`src/rtl/uart_rx_if.sv`:
```
// rtl/uart_rx_if.sv - received-byte output bundle of the UART receiver
//
// Signals (driven by the receiver, read by the byte consumer):
//   recv_valid  1-cycle pulse, recv_data holds a new good byte
//   recv_data   last good byte, held until the next good frame
//   frame_err   1-cycle pulse, stop bit sampled low, byte discarded
//   recv_busy   high while a frame is being received
// Modports: master = receiver side, slave = consumer side.
interface uart_rx_if;
    logic       recv_valid;
    logic [7:0] recv_data;
    logic       frame_err;
    logic       recv_busy;

    modport master (
        output recv_valid,
        output recv_data,
        output frame_err,
        output recv_busy
    );

    modport slave (
        input recv_valid,
        input recv_data,
        input frame_err,
        input recv_busy
    );
endinterface

```
`src/rtl/uart_rx.sv`:
```
// rtl/uart_rx.sv - UART receiver, 8N1, LSB first, mid-bit sampling
//
// Parameters:
//   CLK_FRE    system clock frequency in MHz
//   UART_RATE  baud rate in bit/s
// Ports:
//   i_sys_clk  system clock, rising edge
//   i_rst_n    synchronous reset, active-low
//   i_rx_pin   asynchronous serial input, idles high
//   rx_if      received-byte bundle (uart_rx_if.master)
module uart_rx #(
    parameter int CLK_FRE   = 50,
    parameter int UART_RATE = 115200
) (
    input  logic      i_sys_clk,
    input  logic      i_rst_n,
    input  logic      i_rx_pin,
    uart_rx_if.master rx_if
);
    // One bit lasts RATE_CNT+1 clocks; the start bit is checked HALF_CNT clocks
    // after the detected edge, which puts every later sample at mid-bit.
    localparam int RATE_CNT = (CLK_FRE * 1000000 / UART_RATE) - 1;
    localparam int HALF_CNT = RATE_CNT / 2;
    localparam logic [25:0] RATE_C = 26'(RATE_CNT);
    localparam logic [25:0] HALF_C = 26'(HALF_CNT);

    typedef enum logic [1:0] {
        RX_WAIT,
        RX_START,
        RX_DATA,
        RX_STOP
    } state_t;

    state_t      state;
    logic [1:0]  sync;
    logic        rx_d;
    logic        rx_s;
    logic        fall;
    logic [25:0] clk_cnt;
    logic [2:0]  bit_cnt;
    logic [7:0]  shift;
    logic        recv_valid;
    logic [7:0]  recv_data;
    logic        frame_err;

    assign rx_s = sync[1];
    // Only a genuine high->low transition starts a frame, so a line stuck
    // low after a break never re-triggers reception.
    assign fall = rx_d & ~rx_s;

    assign rx_if.recv_valid = recv_valid;
    assign rx_if.recv_data  = recv_data;
    assign rx_if.frame_err  = frame_err;
    assign rx_if.recv_busy  = (state != RX_WAIT);

    always_ff @(posedge i_sys_clk) begin
        if (!i_rst_n) begin
            sync       <= 2'b11;
            rx_d       <= 1'b1;
            state      <= RX_WAIT;
            clk_cnt    <= '0;
            bit_cnt    <= '0;
            shift      <= '0;
            recv_valid <= 1'b0;
            recv_data  <= 8'h00;
            frame_err  <= 1'b0;
        end else begin
            sync       <= {sync[0], i_rx_pin};
            rx_d       <= rx_s;
            recv_valid <= 1'b0;
            frame_err  <= 1'b0;

            case (state)
                RX_WAIT: begin
                    if (fall) begin
                        state   <= RX_START;
                        clk_cnt <= '0;
                        bit_cnt <= '0;
                    end
                end

                RX_START: begin
                    if (clk_cnt == HALF_C) begin
                        clk_cnt <= '0;
                        // A line back high at mid start bit was only a glitch.
                        state   <= rx_s ? RX_WAIT : RX_DATA;
                    end else begin
                        clk_cnt <= clk_cnt + 26'd1;
                    end
                end

                RX_DATA: begin
                    if (clk_cnt == RATE_C) begin
                        shift[bit_cnt] <= rx_s;
                        clk_cnt        <= '0;
                        bit_cnt        <= bit_cnt + 3'd1;
                        if (bit_cnt == 3'd7) begin
                            state <= RX_STOP;
                        end
                    end else begin
                        clk_cnt <= clk_cnt + 26'd1;
                    end
                end

                RX_STOP: begin
                    // Leaving at mid stop bit leaves half a bit to catch the
                    // next start edge of a back-to-back frame.
                    if (clk_cnt == RATE_C) begin
                        clk_cnt <= '0;
                        state   <= RX_WAIT;
                        if (rx_s) begin
                            recv_data  <= shift;
                            recv_valid <= 1'b1;
                        end else begin
                            frame_err <= 1'b1;
                        end
                    end else begin
                        clk_cnt <= clk_cnt + 26'd1;
                    end
                end

                default: begin
                    sync       <= 2'b11;
                    rx_d       <= 1'b1;
                    state      <= RX_WAIT;
                    clk_cnt    <= '0;
                    bit_cnt    <= '0;
                    shift      <= '0;
                    recv_valid <= 1'b0;
                    recv_data  <= 8'h00;
                    frame_err  <= 1'b0;
                end
            endcase
        end
    end
endmodule

```
`src/flat_wrapper.sv`:
```
// flat-port wrapper written by rule: the top's interface ports become plain ports
module uart_rx_flat 
#(
    parameter int CLK_FRE   = 50,
    parameter int UART_RATE = 115200
)
  (i_sys_clk, i_rst_n, i_rx_pin, rx_if_recv_valid, rx_if_recv_data, rx_if_frame_err, rx_if_recv_busy);
  uart_rx_if rx_if_i ();
  input  logic i_sys_clk;
  input  logic i_rst_n;
  input  logic i_rx_pin;
  output wire logic [$bits(rx_if_i.recv_valid)-1:0] rx_if_recv_valid;
  output wire logic [$bits(rx_if_i.recv_data)-1:0] rx_if_recv_data;
  output wire logic [$bits(rx_if_i.frame_err)-1:0] rx_if_frame_err;
  output wire logic [$bits(rx_if_i.recv_busy)-1:0] rx_if_recv_busy;
  assign rx_if_recv_valid = rx_if_i.recv_valid;
  assign rx_if_recv_data = rx_if_i.recv_data;
  assign rx_if_frame_err = rx_if_i.frame_err;
  assign rx_if_recv_busy = rx_if_i.recv_busy;
  uart_rx #(.CLK_FRE(CLK_FRE), .UART_RATE(UART_RATE)) u_core (.i_sys_clk(i_sys_clk), .i_rst_n(i_rst_n), .i_rx_pin(i_rx_pin), .rx_if(rx_if_i));
endmodule
```
`config.mk`:
```
export PLATFORM = sky130hd
export DESIGN_NAME = uart_rx_flat
export DESIGN_NICKNAME = d
export VERILOG_FILES = /design/src/rtl/uart_rx_if.sv /design/src/rtl/uart_rx.sv /design/src/flat_wrapper.sv
export SDC_FILE = /design/constraint.sdc
export NUM_CORES = 1
export LEC_CHECK = 0
export ABC_AREA = 1
export BUFFER_PORTS_ARGS = -buffer_cell sky130_fd_sc_hd__buf_2
export CAP_MARGIN = 5
export CORE_MARGIN = 3
export CORE_UTILIZATION = 23
export CTS_CLUSTER_DIAMETER = 200
export DETAILED_ROUTE_END_ITERATION = 8
export SYNTH_ARGS = -nofsm -noshare
export SYNTH_HDL_FRONTEND = slang
export SYNTH_SLANG_ARGS = --single-unit
```
`constraint.sdc`:
```
create_clock -name i_sys_clk -period 3.1 [get_ports i_sys_clk]
set_input_delay 0.62 -clock i_sys_clk [delete_from_list [all_inputs] [get_ports i_sys_clk]]
set_output_delay 0.62 -clock i_sys_clk [all_outputs]
set_load 0.02 [all_outputs]
```
# == After elaboration in Yosys (flattened, before gate mapping) ==
# Cells that the tools add are included.
# op_classes
add_sub_neg,2
n_lt_le_gt_ge,2
n_eq_ne,11
mux,19
bitwise,2
reduce_logical,10
# op_table
op,n
26-bit two-way mux,3
26-bit case mux with 3 select lines,1
26-bit by 1-bit adder with 26-bit output (second input constant),1
26-bit by 8-bit equality test with 1-bit output (second input constant),1
26-bit by 9-bit equality test with 1-bit output (second input constant),1
2-bit two-way mux,6
2-bit by 1-bit != test with 1-bit output (second input constant),5
3-bit AND reduction,3
8-bit bitwise mux,1
2-bit case mux with 4 select lines,1
3-bit two-way mux,2
3-bit case mux with 2 select lines,1
5-bit AND reduction,1
2-bit equality test (second input constant),2
3-bit by 4-bit less-than comparator with 1-bit output (second input constant),1
2-bit nonzero test,2
3-bit by 1-bit adder with 3-bit output (second input constant),1
1-bit demux with 3-bit select,1
3-bit equality test (second input constant),1
3-bit by 1-bit >= comparator with 1-bit output (second input constant),1
1-bit two-way mux,3
2-bit by 1-bit equality test with 1-bit output (second input constant),1
2-bit zero test,1
2-bit AND reduction,1
other kinds (4),4
# totals
register_bits,52
out_inout_bits,11

# == Longest topological paths before layout ==
# Gate-level depths: netlist of the first run.
# depth
word_depth,5
ltp_mapped,12
depth_no_buf,11

# == Least setup slack after synthesis of the first run ==
# No wires, ideal clock.
# synth_timing
kind,register to register
startpoint,register u_core.clk_cnt[0]
endpoint,register u_core.clk_cnt[22]
setup_time_ns,0.066
arrival_time_ns,1.447
slack_ns,1.587
stages_incl_launch_ff,12
period_less_slack_ns,1.513
path_cell_list,dfxtp_1 > ha_1 > nand3_2 > nor2_4 > nand2_4 > nor2_4 > nand3_2 > nor2_2 > nand2_1 > nand2_1 > nand2_1 > a21oi_2
# synth_between
elab_chain_cells,3
elab_cells_between_ends,6
classes_between,add/sub (1); eq/ne (2); mux (3)
# synth_rtl
item,line_no,text
start: declaration,uart_rx.sv:39,logic [25:0] clk_cnt;
start signal: assignment,uart_rx.sv:88,clk_cnt <= clk_cnt + 26'd1;
start signal: assignment,uart_rx.sv:101,clk_cnt <= clk_cnt + 26'd1;
start signal: assignment,uart_rx.sv:118,clk_cnt <= clk_cnt + 26'd1;
"26-bit by 1-bit adder with 26-bit output, or another cell as far along","uart_rx.sv:88, uart_rx.sv:101, uart_rx.sv:118",
"26-bit two-way mux, on equally long branches","uart_rx.sv:93, uart_rx.sv:108, uart_rx.sv:83",
26-bit case mux with 3 select lines *,uart_rx.sv:73,case (state)
# Mark *: on every way between the ends. The rest lies on a longest branch, timed or not.
# A chain may end at the register's enable or synchronous reset.

# == Worst setup path after layout of the first run ==
# layout_timing
startpoint,register u_core.state[0]
endpoint,output port rx_if_recv_busy
# layout_between
elab_chain_cells,1
# layout_rtl
item,line_no,text
start: declaration,uart_rx.sv:34,state_t state;
start signal: assignment,uart_rx.sv:86,state <= rx_s ? RX_WAIT : RX_DATA;
2-bit nonzero test,uart_rx.sv:54,assign rx_if.recv_busy = (state != RX_WAIT);
end: declaration,flat_wrapper.sv:15,output wire logic [$bits(rx_if_i.recv_busy)-1:0] rx_if_recv_busy;
# Every way passes these cells.

==> summary.txt, run 1 <==
status -> finished, final reports clean
number of routed nets with antenna violations -> 0
hpwl dp -> 4780 microns
YS warnings -> 0
CTS max path bufs -> 2
peak supply drop -> 0.000218 V
Synth Instances -> 421
setup ws final -> 1.15 ns
Synth cell types -> 38
Seq cells post-synth -> 52
Lkg Pwr -> 1.26 nW
Port Buffers -> 13
Setup WS pre-CTS -> 0.894 ns
Max H-tree Level -> 2
Seq/Total Area, Yosys -> 35.8%
initial antenna violation count -> 0
clock transition at the registers of the reported paths -> 0.06 ns
Area Growth Syn to Fin -> 13.0%
Syn Nets -> 429
crit path max fanout -> 10
Final Net Count -> 442
largest net degree at the start of global routing -> 34
Crit path required time -> 2.48 ns
Post-CTS Resized -> 0
CTS sink count -> 52
Die Area -> 0.0140 sq mm
CTS Buf Count -> 5
clock skew -> 0.00546 ns
Final setup viols -> 0
Crit. End Element -> primary output
Cell Pwr Density -> 422 mW/mm^2
vias -> 2622
RSZ-0062 raised after global routing -> no
Remaining DRCs -> 0
maxcap violations -> 0
max-slew violations -> 0
iteration-0 DRC count of the detailed router -> 230
first-pass GRT wire length -> 11500 microns
Post-Syn Area -> 0.00291 sq mm
CTS tree -> built
synth top area cells -> dfxtp_1, nand2_1, nand3_1
syn avg cell area -> 6.90 sq um
share of layout cells above drive strength 1 -> 15.4%
num rows -> 40
cell taking the most area after synthesis -> dfxtp_1
vias in the first global route -> 2408
ys flop type -> dfxtp_1
Vert. Die Dim -> 118 microns
wire per inst -> 10.8 microns
Post-synth EDFFs -> 0
crit path launch type -> flip-flop
Setup CP Type -> flip-flop to primary output
die width -> 118 microns
period utilization -> 63.0%
setup bufs post-CTS -> 0
gr usage total -> 9.67%
core footprint -> 0.0122 sq mm
Hold WC Path Type -> flip-flop to flip-flop
total grt overflow -> 0
final setup TNS -> 0 ns
Slew HR -> 27.5%
Antenna Diode Count -> 0
Hold Fails Final Rpt -> 0
GPL Wtd Cong -> 0.832
Avg Vias per Cell -> 4.35
top-area cell type share of the netlist area -> 35.8%
Ports -> 14
Fmax -> 512 MHz
Slew @ Worst Pin -> 1.09 ns
Async S/R FF share, synth -> 0%
final worst path period need -> 1.95 ns
routed wire length -> 6510 microns
initial core utilization -> 23.9%
root buf cell -> clkbuf_16
arrival time worst endpoint -> 1.33 ns
cts hold-fix bufs -> 0
DRT Pass-1 Iters -> 4
worst skew pair latency -> 0.29 ns
==> cell usage after synthesis, types with 4 or more instances <==
cell type  instances
nand4_1            6
a21oi_1           36
clkbuf_1           4
ha_1               5
nor2_4             9
inv_2              5
nand2_2            5
nand3_1           39
inv_1             48
nor3_1            10
nor2_2            10
o21ai_0           20
nor2_1            37
dfxtp_1           52
nand2_1           96
nand3_2            5
==> cell families after synthesis <==
logic type | Yosys count | share of synthesized area, %
and+or+nand+nor | 229 | 38.7
AOI/OAI and AO/OA | 72 | 14.2
buffers and inverters | 62 | 8.82
DFF | 52 | 35.8
adders and majority gates | 5 | 2.15
xor gates and xnor gates | 1 | 0.301
==> critical path, stage by stage, from the launching register on <==
cell     delay, ns
dfxtp_1       0.50
nor2_4        0.11
inv_2         0.22
buf_2         0.22
==> final timing paths <==
| path | from | to | slack (ns) | cells after the start |
|---|---|---|---|---|
| min reg2reg | u_core.sync[0]$_SDFF_PN1_ | u_core.sync[1]$_SDFF_PN1_ | 0.42 | 1 |
| max | u_core.state[0]$_SDFFE_PN0P_ | rx_if_recv_busy | 1.15 | 3 |
| min | u_core.sync[0]$_SDFF_PN1_ | u_core.sync[1]$_SDFF_PN1_ | 0.42 | 1 |
| max reg2reg | u_core.state[0]$_SDFFE_PN0P_ | u_core.bit_cnt[2]$_SDFFE_PN0P_ | 1.22 | 7 |
==> area by class of cell <==
type / count / area [sq um]
multi-input combinational: 307 / 1610
clock inverter: 2 / 16.3
fill: 1337 / 8880
clock buffer: 6 / 129
timing repair buffer: 15 / 80.1
tap: 168 / 210
sequential: 52 / 1040
inverter: 53 / 199
==> flip-flops by register name, summed over array words and instances, names as in the netlist, named ones only <==
register,flops
u_core.state,1
u_core.rx_d,1
u_core.rx_if.recv_data,8
u_core.shift,8
u_core.bit_cnt,3
u_core.sync,2
u_core.clk_cnt,26
u_core.rx_if.recv_valid,1
u_core.rx_if.frame_err,1
==> power breakdown <==
group	total, W	switching [W]	leakage, nW	internal (W)
sequential	0.000688	0.0000129	0.420	0.000675
combinational	0.000158	0.000116	0.770	0.0000418
clock	0.000541	0.000240	0.0671	0.000301
total	0.00139	0.000369	1.26	0.00102
==> cell usage in the layout (no fill, tap or decap), types with 2 or more instances in the layout <==
| cell | n |
|---|---|
| nand3_1 | 39 |
| o21bai_1 | 2 |
| o21ai_0 | 20 |
| nor2_2 | 10 |
| clkbuf_16 | 5 |
| nand3b_1 | 2 |
| buf_4 | 2 |
| nor4_1 | 2 |
| dfxtp_1 | 52 |
| nand2_1 | 96 |
| ha_1 | 5 |
| nand3_2 | 5 |
| inv_2 | 5 |
| nor3_1 | 10 |
| or2_2 | 3 |
| nand2_2 | 5 |
| a21oi_1 | 36 |
| a21oi_4 | 2 |
| buf_2 | 13 |
| nor2_4 | 9 |
| o21ai_2 | 2 |
| o21ai_1 | 3 |
| nor2_1 | 37 |
| inv_1 | 48 |
| nand4_1 | 6 |
| o211ai_1 | 2 |
==> through the flow <==
stage          std cells  power, W  area, sq um  utilization [%]  hold slack [ns]
2_1_floorplan        421  0.000825         2910                -            0.393
3_3_place_gp         595  0.000858         3140             25.8            0.407
3_5_place_dp         595  0.000862         3140             25.8            0.407
4_1_cts              603   0.00141         3280             27.0            0.424
5_1_grt              603   0.00146         3280             27.0            0.435
6_report             603   0.00139         3280             27.0            0.416
==> layer usage <==
layer | routed length, microns | share of wire, % | global-route usage, %
met4 | 85 | 1.3 | 2.68
met3 | 193 | 3.0 | 1.77
met2 | 3040 | 47 | 15.8
met5 | 0 | 0 | 0
met1 | 3190 | 49 | 13.1
(Power assumes the default switching activity.)
==> run 2: changes to the inputs <==
==> constraint.sdc (replaced) <==
create_clock -name i_sys_clk -period 1.7 [get_ports i_sys_clk]
set_input_delay 0.34 -clock i_sys_clk [delete_from_list [all_inputs] [get_ports i_sys_clk]]
set_output_delay 0.34 -clock i_sys_clk [all_outputs]
set_load 0.02 [all_outputs]
==> run 2 against run 1 <==
Against the previous run: non-clock buffer count grew 23; first-iteration DRC count grew 7.0%; clock-buffer cell count shrank 1; critical path type unchanged.
==> summary.txt, run 2 (synthesis gave the netlist of run 1 again) <==
crit path launch type -> flip-flop
Lkg Pwr -> 1.42 nW
CTS Buf Count -> 5
Largest regs -> u_core.clk_cnt (26), u_core.rx_if.recv_data (8), u_core.shift (8)
crit path max fanout -> 8
RSZ-0062 raised after global routing -> yes
Crit path required time -> 1.36 ns
Final Non-Filler Cells -> 626
Avg Vias per Cell -> 4.39
max-slew violations -> 0
most common cell after layout, fill and taps aside -> nand2_1
first-pass GRT wire length -> 12000 microns
maxcap violations -> 0
Max H-tree Level -> 2
CTS sink count -> 52
iteration-0 DRC count of the detailed router -> 246
Final Util -> 29.5%
commonest non-fill, non-tap cells in the layout -> nand2_1, dfxtp_1, inv_1, nand3_1, a21oi_1
core footprint -> 0.0122 sq mm
Placed Cells -> 613
clock skew -> 0.00957 ns
clock transition at the registers of the reported paths -> 0.07 ns
overall power -> 0.00264 W
Antenna Diode Count -> 0
Setup WS pre-CTS -> 0.00773 ns
share of layout cells above drive strength 1 -> 24.7%
CTS max path bufs -> 2
Vert. Die Dim -> 118 microns
arrival time worst endpoint -> 1.28 ns
initial antenna violation count -> 0
wire per inst -> 11.4 microns
DRT Pass-1 Iters -> 4
Area Growth Syn to Fin -> 23.6%
Final setup viols -> 0
initial core utilization -> 23.9%
cts hold-fix bufs -> 0
vias in the first global route -> 2588
Setup CP Type -> flip-flop to primary output
CTS tree -> built
Slew @ Worst Pin -> 0.461 ns
Biggest register -> u_core.clk_cnt
peak supply drop -> 0.000500 V
final worst path period need -> 1.62 ns
die width -> 118 microns
Die Area -> 0.0140 sq mm
routed wire length -> 7150 microns
Cell Pwr Density -> 735 mW/mm^2
Remaining DRCs -> 0
Hold Fails Final Rpt -> 0
Port Buffers -> 13
num rows -> 40
Slew HR -> 69.0%
hpwl dp -> 5180 microns
period utilization -> 95.1%
gr usage total -> 9.99%
number of routed nets with antenna violations -> 0
Hold WC Path Type -> primary input to flip-flop
GPL Wtd Cong -> 0.909
final setup TNS -> 0 ns
largest net degree at the start of global routing -> 24
root buf cell -> clkbuf_16
vias -> 2751
Final Net Count -> 465
max reg flops -> 26
status -> finished, final reports clean
total grt overflow -> 0
Ports -> 14
worst skew pair latency -> 0.29 ns
Fmax -> 618 MHz
setup ws final -> 0.0832 ns
Crit. End Element -> primary output
[run 2: cell count changes in the layout (fill, tap and decap cells not counted), moves of 3 or more]
cell / change
nand3_1: -3
dfxtp_1: -6
dfxtp_4: +3
nor2_1: -5
nor2_4: +4
buf_6: +3
inv_1: -3
dfxtp_2: +3
buf_4: +20
[run 2: final timing paths]
| path | startpoint | to | slack (ns) | cells past startpoint |
|---|---|---|---|---|
| min reg2reg | u_core.sync[0]$_SDFF_PN1_ | u_core.sync[1]$_SDFF_PN1_ | 0.41 | 1 |
| max | flip-flop | rx_if_recv_busy | 0.08 | 4 |
| max reg2reg | u_core.clk_cnt[0]$_SDFFE_PN0P_ | u_core.clk_cnt[24]$_SDFFE_PN0P_ | 0.10 | 9 |
| min | i_rx_pin | u_core.sync[0]$_SDFF_PN1_ | 0.25 | 2 |
[run 2: cell type report]
cell class / instances / area, sq um
multi-input cells: 307 / 1710
clock buffers: 5 / 125
inverters: 53 / 201
clock inverters: 3 / 22.5
fillers: 1297 / 8570
well taps: 168 / 210
flip-flops and latches: 52 / 1060
repair buffers: 38 / 264
[run 2: worst max-delay path, cell delays in order, from the launching register on]
cell and delay, ns:
dfxtp_1 0.45, nor2_4 0.07, inv_2 0.10, buf_4 0.18, buf_2 0.18
[run 2: timing repair]
action                                  4_1_cts  5_1_grt
buffers inserted                              1        4
pin swaps                                     1       11
endpoints found under the setup margin        3       40
resized for setup                             4       35
[run 2: through the flow]
| stage | hold WS, ns | area [sq um] |
|---|---|---|
| finish | 0.251 | 3590 |
| global route | 0.251 | 3590 |
| CTS | 0.245 | 3440 |
| detailed placement | 0.413 | 3270 |
| global placement | 0.407 | 3270 |
| floorplan | 0.393 | 2910 |
[run 2: power by group]
group / internal, W / switching, W
clock: 0.000552 / 0.000478
combinational: 0.000129 / 0.000226
sequential: 0.00123 / 0.0000274
[run 2: per-layer routing]
metal | track usage [%] | up-vias | part of all wire (%)
li1 | - | 1451 | -
met3 | 1.58 | 8 | 4.2
met4 | 2.97 | 0 | 1.2
met2 | 16.9 | 51 | 49
met1 | 13.1 | 1241 | 46
met5 | 0 | - | 0
==> run 3: changes to the inputs <==
--- a/config.mk
+++ b/config.mk
@@ -12,6 +12,7 @@
 export CORE_UTILIZATION = 23
 export CTS_CLUSTER_DIAMETER = 200
 export DETAILED_ROUTE_END_ITERATION = 8
+export PLACE_DENSITY = 0.37
 export SYNTH_ARGS = -nofsm -noshare
 export SYNTH_HDL_FRONTEND = slang
 export SYNTH_SLANG_ARGS = --single-unit
==> constraint.sdc (replaced) <==
create_clock -name i_sys_clk -period 2 [get_ports i_sys_clk]
set_input_delay 0.4 -clock i_sys_clk [delete_from_list [all_inputs] [get_ports i_sys_clk]]
set_output_delay 0.4 -clock i_sys_clk [all_outputs]
set_load 0.02 [all_outputs]
==> run 3 against run 2 <==
Against the previous run: sequential power decreased by 16%; flip-flop and latch count unchanged; worst hold slack improved by 0.021 ns; die area unchanged; global-route usage increased by 1.7 points; highest routed layer unchanged; critical endpoint unchanged.
==> summary.txt, run 3 (synthesis gave the netlist of run 1 again) <==
status -> finished, final reports clean
Crit. End Element -> primary output
initial core utilization -> 23.9%
Largest regs -> u_core.clk_cnt (26), u_core.rx_if.recv_data (8), u_core.shift (8)
die width -> 118 microns
initial antenna violation count -> 0
Port Buffers -> 13
hpwl dp -> 5720 microns
crit path max fanout -> 9
Switch Pwr -> 0.000663 W
Hold Fails Final Rpt -> 0
gr usage total -> 11.7%
Biggest register -> u_core.clk_cnt
Ports -> 14
CP startpoint -> u_core.state[0]$_SDFFE_PN0P_
Post-CTS Resized -> 0
Crit path required time -> 1.60 ns
clock skew -> 0.0109 ns
Die Area -> 0.0140 sq mm
max-slew violations -> 0
Cell Pwr Density -> 682 mW/mm^2
setup ws final -> 0.225 ns
Setup CP Type -> flip-flop to primary output
clock transition at the registers of the reported paths -> 0.08 ns
final worst path period need -> 1.78 ns
num rows -> 40
Clock Power Share -> 41.0%
cts hold-fix bufs -> 0
Sequential Power Share -> 46.7%
Final Net Count -> 447
Antenna Diode Count -> 0
Max H-tree Level -> 2
CTS max path bufs -> 2
switching part of the total -> 29.0%
root buf cell -> clkbuf_16
flop2flop setup slack -> 0.23 ns
Internal -> 0.00162 W
period utilization -> 88.8%
CTS sink count -> 52
Final Non-Filler Cells -> 608
worst skew pair latency -> 0.31 ns
Avg Vias per Cell -> 4.35
vias in the first global route -> 2634
vias -> 2646
Fillers -> 1370
core footprint -> 0.0122 sq mm
CTS Buf Count -> 5
wire per inst -> 12.7 microns
first-pass GRT wire length -> 13300 microns
largest net degree at the start of global routing -> 24
commonest non-fill, non-tap cells in the layout -> nand2_1, dfxtp_1, inv_1, nand3_1, nor2_1
RSZ-0062 raised after global routing -> no
most common cell after layout, fill and taps aside -> nand2_1
Register-to-Register Path Depth -> 10
combinational share of power -> 12.3%
total grt overflow -> 0
Setup WS pre-CTS -> 0.233 ns
Slew @ Worst Pin -> 0.426 ns
hold path start -> i_rx_pin
share of layout cells above drive strength 1 -> 16.8%
iteration-0 DRC count of the detailed router -> 106
maxcap violations -> 0
routed wire length -> 7700 microns
GPL Wtd Cong -> 0.841
Lkg Pwr -> 1.30 nW
final setup TNS -> 0 ns
Hold WC Path Type -> primary input to flip-flop
FF-to-FF Start -> u_core.clk_cnt[20]$_SDFFE_PN0P_
max reg flops -> 26
CTS tree -> built
number of routed nets with antenna violations -> 0
DRT Pass-1 Iters -> 4
Vert. Die Dim -> 118 microns
crit path launch type -> flip-flop
worst hold stages -> 2
Fmax -> 563 MHz
peak supply drop -> 0.000306 V
setup bufs post-CTS -> 0
Final setup viols -> 0
Area Growth Syn to Fin -> 15.1%
Placed Cells -> 600
Remaining DRCs -> 0
arrival time worst endpoint -> 1.38 ns
Slew HR -> 71.5%
run 3: cell types whose count changed in the layout (fill, tap and decap cells not counted), moves of 3 or more:
cell / change
inv_1: +3
nor2_1: +5
buf_4: -16
nand3_1: +3
dfxtp_1: +5
dfxtp_4: -3
buf_6: -3
nor2_4: -4
run 3: per-stage QoR:
step	instance area, sq um	util (%)	hold slack, ns	power [W]
floorplan	2910	-	0.393	0.00128
global placement	3190	26.2	0.411	0.00138
detailed placement	3190	26.2	0.407	0.00138
CTS	3340	27.5	0.259	0.00235
global route	3340	27.5	0.274	0.00241
finish	3340	27.5	0.272	0.00228
run 3: worst max-delay path, cell delays in order, from the launching register on:
cell,delay [ns]
dfxtp_1,0.50
nor2_4,0.12
inv_2,0.09
buf_4,0.18
buf_2,0.19
run 3: cell type report:
cell class	instances	area [sq um]	share of cell area, %
clock buffers	5	125	3.74
multi-input cells	307	1610	48.1
inverters	53	199	5.95
flip-flops and latches	52	1040	31.2
repair buffers	20	130	3.89
well taps	168	210	6.29
clock inverters	3	28.8	0.860
run 3: worst paths after layout:
check                                    to
max reg2reg  u_core.clk_cnt[2]$_SDFFE_PN0P_
min reg2reg       u_core.sync[1]$_SDFF_PN1_
max                         rx_if_recv_busy
min               u_core.sync[0]$_SDFF_PN1_
run 3: routing by layer:
layer	GRT usage (%)	wire length (microns)	share of wire, %	vias to the layer above
met5	0	0	0	-
met4	3.84	168	2.2	0
met3	2.97	235	3.1	13
met2	19.1	3490	45	27
met1	15.2	3800	49	1193
li1	-	-	-	1413
run 3: power groups by stage:
stage	Sequential, W	Combinational, W	Clock [W]
6_report	0.00106	0.000281	0.000936
5_1_grt	0.00107	0.000324	0.00102
4_1_cts	0.00106	0.000292	0.000991
3_5_place_dp	0.00109	0.000292	0
3_3_place_gp	0.00109	0.000289	0
2_1_floorplan	0.00109	0.000192	0
